==> config.mk <==
export PLATFORM = sky130hd
export DESIGN_NAME = ctr_down_div
export DESIGN_NICKNAME = d
export VERILOG_FILES = /design/src/rtl/ctr_pkg.sv /design/src/rtl/ctr_down4.sv /design/src/rtl/ctr_down_div.sv
export SDC_FILE = /design/constraint.sdc
export NUM_CORES = 1
export LEC_CHECK = 0
export ABC_AREA = 1
export CORE_AREA = 2 2 42 44
export DETAILED_ROUTE_END_ITERATION = 10
export DIE_AREA = 0 0 44 46
export GPL_ROUTABILITY_DRIVEN = 0
export PLACE_DENSITY = 0.79
export RECOVER_POWER = 100
export SLEW_MARGIN = 20
export SYNTH_ARGS = -nofsm -noshare
export SYNTH_HDL_FRONTEND = slang
export SYNTH_SLANG_ARGS = --single-unit
==> constraint.sdc <==
create_clock -name CP -period 2.8 [get_ports CP]
set_clock_uncertainty 0.05 [all_clocks]
set_input_delay 0.42 -clock CP [delete_from_list [all_inputs] [get_ports CP]]
set_output_delay 0.42 -clock CP [all_outputs]
set_load 0.1 [all_outputs]
==> src/rtl/ctr_pkg.sv <==
// Shared constants and types for the binary counter library (up and down families).
// No logic and no state.
// Holds no flow control.
package ctr_pkg;

  localparam int STAGE_W = 4;

  typedef enum logic {
    WRAP   = 1'b0,
    RELOAD = 1'b1
  } mode_t;

  // Returns the all-ones value of width w, right-aligned in 32 bits.
  function automatic logic [31:0] all_ones(input int w);
    if (w >= 32) return '1;
    return (32'd1 << w) - 32'd1;
  endfunction

endpackage

==> src/rtl/ctr_down4.sv <==
// One 4-bit down-counter stage with a ripple borrow for lookahead cascading.
// Q updates one CP edge after a load or count; BO is combinational.
// Has no backpressure: ENP/ENT gate counting, and n_load/force_load win over counting.
module ctr_down4
  import ctr_pkg::*;
(
  input  logic               CP,
  input  logic               clr,
  input  logic               n_load,
  input  logic               ENP,
  input  logic               ENT,
  input  logic [STAGE_W-1:0] D,
  input  logic               force_load,
  output logic [STAGE_W-1:0] Q,
  output logic               BO
);

  assign BO = ENT & (Q == '0);

  always_ff @(posedge CP or posedge clr) begin
    if (clr) begin
      Q <= '0;
    end else if (!n_load || force_load) begin
      Q <= D;
    end else if (ENP && ENT) begin
      Q <= Q - 4'd1;
    end
  end

endmodule

==> src/rtl/ctr_down_div.sv <==
// Cascadable down-counter and programmable divider built from 4-bit stages.
// Q and div_out update one CP edge after the cause; BO is combinational.
// Has no backpressure: the count stalls while ENP or ENT is low.
module ctr_down_div
  import ctr_pkg::*;
#(
  parameter int STAGES = 2
) (
  input  logic                      CP,
  input  logic                      clr,
  input  logic                      n_load,
  input  logic                      ENP,
  input  logic                      ENT,
  input  logic                      auto_reload,
  input  logic [STAGES*STAGE_W-1:0] D,
  output logic [STAGES*STAGE_W-1:0] Q,
  output logic                      BO,
  output logic                      div_out
);

  localparam int W = STAGES * STAGE_W;

  logic [STAGES:0] ent_chain;
  mode_t           mode;
  logic            tc_zero;
  logic            tc_step;
  logic            force_load;

  assign mode       = auto_reload ? RELOAD : WRAP;
  assign tc_zero    = (Q == {W{1'b0}});
  assign tc_step    = ENP & ENT & tc_zero;
  // In wrap mode every stage sees its borrow-in at zero and steps to F by itself.
  assign force_load = tc_step & (mode == RELOAD);

  assign ent_chain[0] = ENT;

  for (genvar k = 0; k < STAGES; k++) begin : g_stage
    ctr_down4 u_stage (
      .CP         (CP),
      .clr        (clr),
      .n_load     (n_load),
      .ENP        (ENP),
      .ENT        (ent_chain[k]),
      .D          (D[k*STAGE_W +: STAGE_W]),
      .force_load (force_load),
      .Q          (Q[k*STAGE_W +: STAGE_W]),
      .BO         (ent_chain[k+1])
    );
  end

  assign BO = ent_chain[STAGES];

  always_ff @(posedge CP or posedge clr) begin
    if (clr) begin
      div_out <= 1'b0;
    end else if (!n_load) begin
      div_out <= 1'b0;
    end else begin
      div_out <= tc_step;
    end
  end

endmodule
# After elaboration in Yosys (flattened, before gate mapping)
# Index checks and enable logic that the tools add are counted.
[totals] reg_bits=9 wordCells=25
[classes] addsub=2 muxes=6 bitwise=5 n_reduce_logical=9
[ops] operator="$mux W4" n=4
[ops] operator="$logic_not A4 Y1" n=2
[ops] operator="$logic_not A8 Y1" n=1
[ops] operator="$sub A4 B1 Y4 const B" n=2
[ops] operator="$and A1 B1 Y1" n=5
[ops] operator="$reduce_bool A2 Y1" n=2
[ops] operator="$logic_and A1 B1 Y1" n=2
[ops] operator="$mux W1" n=2
[ops] operator="$logic_not A1 Y1" n=1
[ops] operator="$logic_or A1 B1 Y1" n=1

# Logic depth before layout (Yosys ltp)
[depth] ltp_word=5 depth_mapped=9 depth_no_buf=9

# Modules after synthesis
# Synthesis repeated with hierarchy kept, for this count alone.
[unflattened] hier_cells=98 hier_area_um2=688.2
[modules_own_cells] module="ctr_down4" instances=2 cells_per_inst=42 area_per_inst_um2=305.3
[modules_own_cells] module="ctr_down_div" instances=1 cells_per_inst=14 area_per_inst_um2=77.6

# Worst setup path after synthesis
# Ideal clock, no wire load.
[synth_timing] path_type="register to output" start="register g_stage[1].u_stage.Q[0]" end="output port BO" arrival_time_ns=2.727 setup_slack_ns=-0.397 stages_incl_launch_ff=6 path_cell_list="dfrtp_1 > inv_1 > ha_1 > nor3b_4 > nand2_1 > nor2_1"
[synth_via] elab_chain_len=2
[synth_lines] element="start: declaration" line_no="ctr_down4.sv:14" text="output logic [STAGE_W-1:0] Q,"
[synth_lines] element="start signal: assignment" line_no="ctr_down4.sv:26" text="Q <= Q - 4'd1;"
[synth_lines] element="$logic_not A4 Y1" line_no="ctr_down4.sv:18" text="assign BO = ENT & (Q == '0);"
[synth_lines] element="$and A1 B1 Y1" line_no="ctr_down4.sv:18"
[synth_lines] element="end: declaration" line_no="ctr_down_div.sv:17" text="output logic BO,"
# No other way between the ends.

# Worst setup path after layout
# Same ends and word-level chain as after synthesis.

==> impl_metrics.csv <==
group,metric,value,unit
run_status,status,"finished, final reports clean",
clocking,cts.sinks,9,
routing,num_vias,662,
yosys,syn_inst,90,
critical_path,path_buf_inv,2,
yosys,syn_area_per_cell,7.66,µm²
yosys,synth_fa_ha_area_share,5.44,%
yosys,synth.area.top_cells,"dfrtp_1 (33%), nand2_1 (13%), nand3_1 (8.0%)",
sta,tightest_slew,1.18,ns
clocking,clkLatencyLatePin,0.26,ns
placed_design,dpl.hpwl,1.16,mm
global_routing,grt_overflow,0,
layout,postLayoutCellArea,852,µm²
yosys,synth_top_area_share,32.7,%
die,die_y,46,µm
power,p_comb_share,41.9,%
critical_path,rrSetupSlack,0.53,ns
routing,avgRoutedWirePerCell,11.6,µm
yosys,synth_area,689,µm²
routing,firstDrtPassIters,4,
yosys,synthMuxAreaShare,0,%
die,die_w,44,µm
yosys,synth.net_count,107,
yosys,synth_top_area_cell,"dfrtp_1",
critical_path,worst_r2r_startpoint,"g_stage[1].u_stage.Q[0]$_DFFE_PP0P_",
critical_path,critPathLaunchType,"flip-flop",
global_routing,grt_pass1_vias,553,
sta,tns,0,ns
sta,rsz0062_at_grt,"false",
power,swShare,46.4,%
global_routing,grt_pass1_wl,2.41,mm
placed_design,dp.cells,128,
critical_path,regToRegEndpoint,"g_stage[0].u_stage.Q[1]$_DFFE_PP0P_",
critical_path,r2r_cells,8,
yosys,synth-xor-area-share,3.81,%
routing,finalWirelength,1.54,mm
routing,postRouteAntennaNets,0,
critical_path,slowest_stage,"clkbuf_2",
layout,nets,133,
routing,via_per_inst,5.02,
hold_path,holdCritPathClass,"in2async",
placed_design,port_buffers,23,
global_routing,grt_max_degree,16,
critical_path,required,2.33,ns
routing,drt_iter0_markers,16,
clocking,ctsHoldBuffers,0,
yosys,yosysWarningCount,0,
yosys,ys_seq_elements,9,
sta,fin_crit,2.41,ns
sta,final-hold-violation-count,0,
routing,drc,0,
yosys,ys_types,21,
die,rows,15,
yosys,synth_seq_area_share,32.7,%
layout,diodes,0,
sta,worst_slack,0.390,ns
sta,drv_slew,0,
die,design.die.area,0.00202,mm²
layout,final_cells,132,
yosys,synth_top_family_by_area,"simple AND/OR/NAND/NOR gates",
critical_path,worst-setup-path-type,"reg2out",
die,initial_core_util,42.7,%
clocking,cts_setup_buffers,0,
power,power_density,530,mW/mm²
critical_path,cp_max_fo,3,
critical_path,max_stage_delay,0.45,ns
critical_path,arrival,1.94,ns
clocking,cts_tree,"yes",
layout,area_growth,23.6,%
clocking,cts-root-buf,"clkbuf_4",
layout,fin_util,52.8,%
clocking,cts_buffers,3,
clocking,post_cts_resize_count,0,
power,p_switching,0.209,mW
sta,final-setup-viol-count,0,
sta,max_clock_freq,415,MHz
yosys,synth-compound-area-share,1.45,%
placed_design,placed_area,893,µm²
critical_path,crit_family,"buffers and inverters",
clocking,htree_num_levels,1,
power,power_frac_seq,35.1,%
global_routing,antenna_found_initial,0,
power,clkPwrFrac,23.0,%
die,core,0.00161,mm²
placed_design,pre_cts_ws,0.874,ns
layout,drive_gt1_share,11.3,%
power,vdd_drop_max,0.000226,V
sta,final.period_utilization,86.1,%
sta,max-slew-margin-rel,21.8,%
yosys,yosys.area_share.simple,46.5,%
flow_run,maxCapViolCount,0,
global_routing,track_usage,16.1,%
clocking,clk_pin_slew,0.07,ns
critical_path,path_cells,"inv_1 > ha_1 > nor3b_1 > nand2_1 > nor2_2 > clkbuf_2",
die,io_pins,24,
clocking,clockBufferDepth,2,
power,leakagePower,0.421,nW
critical_path,end_kind,"output port",
power,internal_power,0.242,mW
[how the worst max path moves through the flow]
stage,start,to,slack [ns],cells after the start
floorplan,g_stage[1].u_stage.Q[0]$_DFFE_PP0P_,BO,0.05,5
global placement,g_stage[1].u_stage.Q[0]$_DFFE_PP0P_,BO,0.91,6
detailed placement,ENT,g_stage[0].u_stage.Q[2]$_DFFE_PP0P_,0.87,8
CTS,g_stage[1].u_stage.Q[0]$_DFFE_PP0P_,BO,0.62,6
global route,g_stage[1].u_stage.Q[0]$_DFFE_PP0P_,BO,0.26,6
finish,g_stage[1].u_stage.Q[0]$_DFFE_PP0P_,BO,0.39,6
[metrics by stage]
stage	power, mW	hold slack (ns)
after floorplan	0.313	0.198
after global placement	0.365	0.530
after detailed placement	0.367	0.528
after CTS	0.472	0.390
after global routing	0.477	0.543
final	0.452	0.510
[synthesized netlist by cell type]
| master | instances |
|---|---|
| a21oi_1 | 1 |
| and3_2 | 1 |
| buf_6 | 1 |
| clkbuf_8 | 1 |
| dfrtp_1 | 9 |
| ha_1 | 3 |
| inv_1 | 12 |
| nand2_1 | 23 |
| nand2_2 | 2 |
| nand2_4 | 1 |
| nand3_1 | 11 |
| nand3_2 | 2 |
| nand3_4 | 1 |
| nand4_1 | 6 |
| nor2_1 | 8 |
| nor2_2 | 1 |
| nor2_4 | 1 |
| nor3b_4 | 1 |
| o21ai_1 | 1 |
| or2_2 | 1 |
| xor2_1 | 3 |
[cell type report]
cell class	count	area, µm²
inverter	12	45.0
tap	17	21.3
clock buffer	4	26.3
multi-input combinational	67	365
fill	182	762
timing repair buffer	23	169
sequential	9	225
[metal layers]
metal	track usage (%)	up-vias	share of wire [%]
li1	-	340	-
met1	22.4	299	46
met2	25.3	21	47
met3	2.38	2	5.3
met4	5.45	0	0.78
met5	0	-	0
[flip-flops by register name, summed over array words and instances, names as in the netlist]
register	count
div_out	1
g_stage.u_stage.Q	8
[kinds of logic after synthesis]
logic type	after synthesis
and+or+nand+nor	59
buffers and inverters	14
DFF	9
xor gates and xnor gates	3
adders and majority gates	3
AOI/OAI and AO/OA	2
[cells in the final DEF, fill, tap and decap left out]
master,netlist,final
dlygate4sd3_1,0,2
xor2_1,3,3
nand3_1,11,12
nor2_1,8,7
clkbuf_4,0,3
nand4_1,6,6
clkbuf_2,0,1
o21ai_1,1,1
inv_1,12,12
and3_2,1,1
or2_2,1,1
nor2_2,1,2
nor2_4,1,1
clkdlybuf4s50_1,0,11
dfrtp_1,9,9
nand2_1,23,24
nand3_2,2,2
a21oi_1,1,1
nor3b_1,0,1
clkbuf_1,0,10
nand2_2,2,2
ha_1,3,3
[power by group through the flow]
| stage | sequential [mW] | clock, mW | combinational (mW) |
|---|---|---|---|
| 2_1_floorplan | 0.252 | 0 | 0.0609 |
| 3_3_place_gp | 0.162 | 0 | 0.203 |
| 3_5_place_dp | 0.163 | 0 | 0.204 |
| 4_1_cts | 0.160 | 0.106 | 0.206 |
| 5_1_grt | 0.161 | 0.114 | 0.202 |
| 6_report | 0.158 | 0.104 | 0.189 |
(Power assumes the default switching activity.)
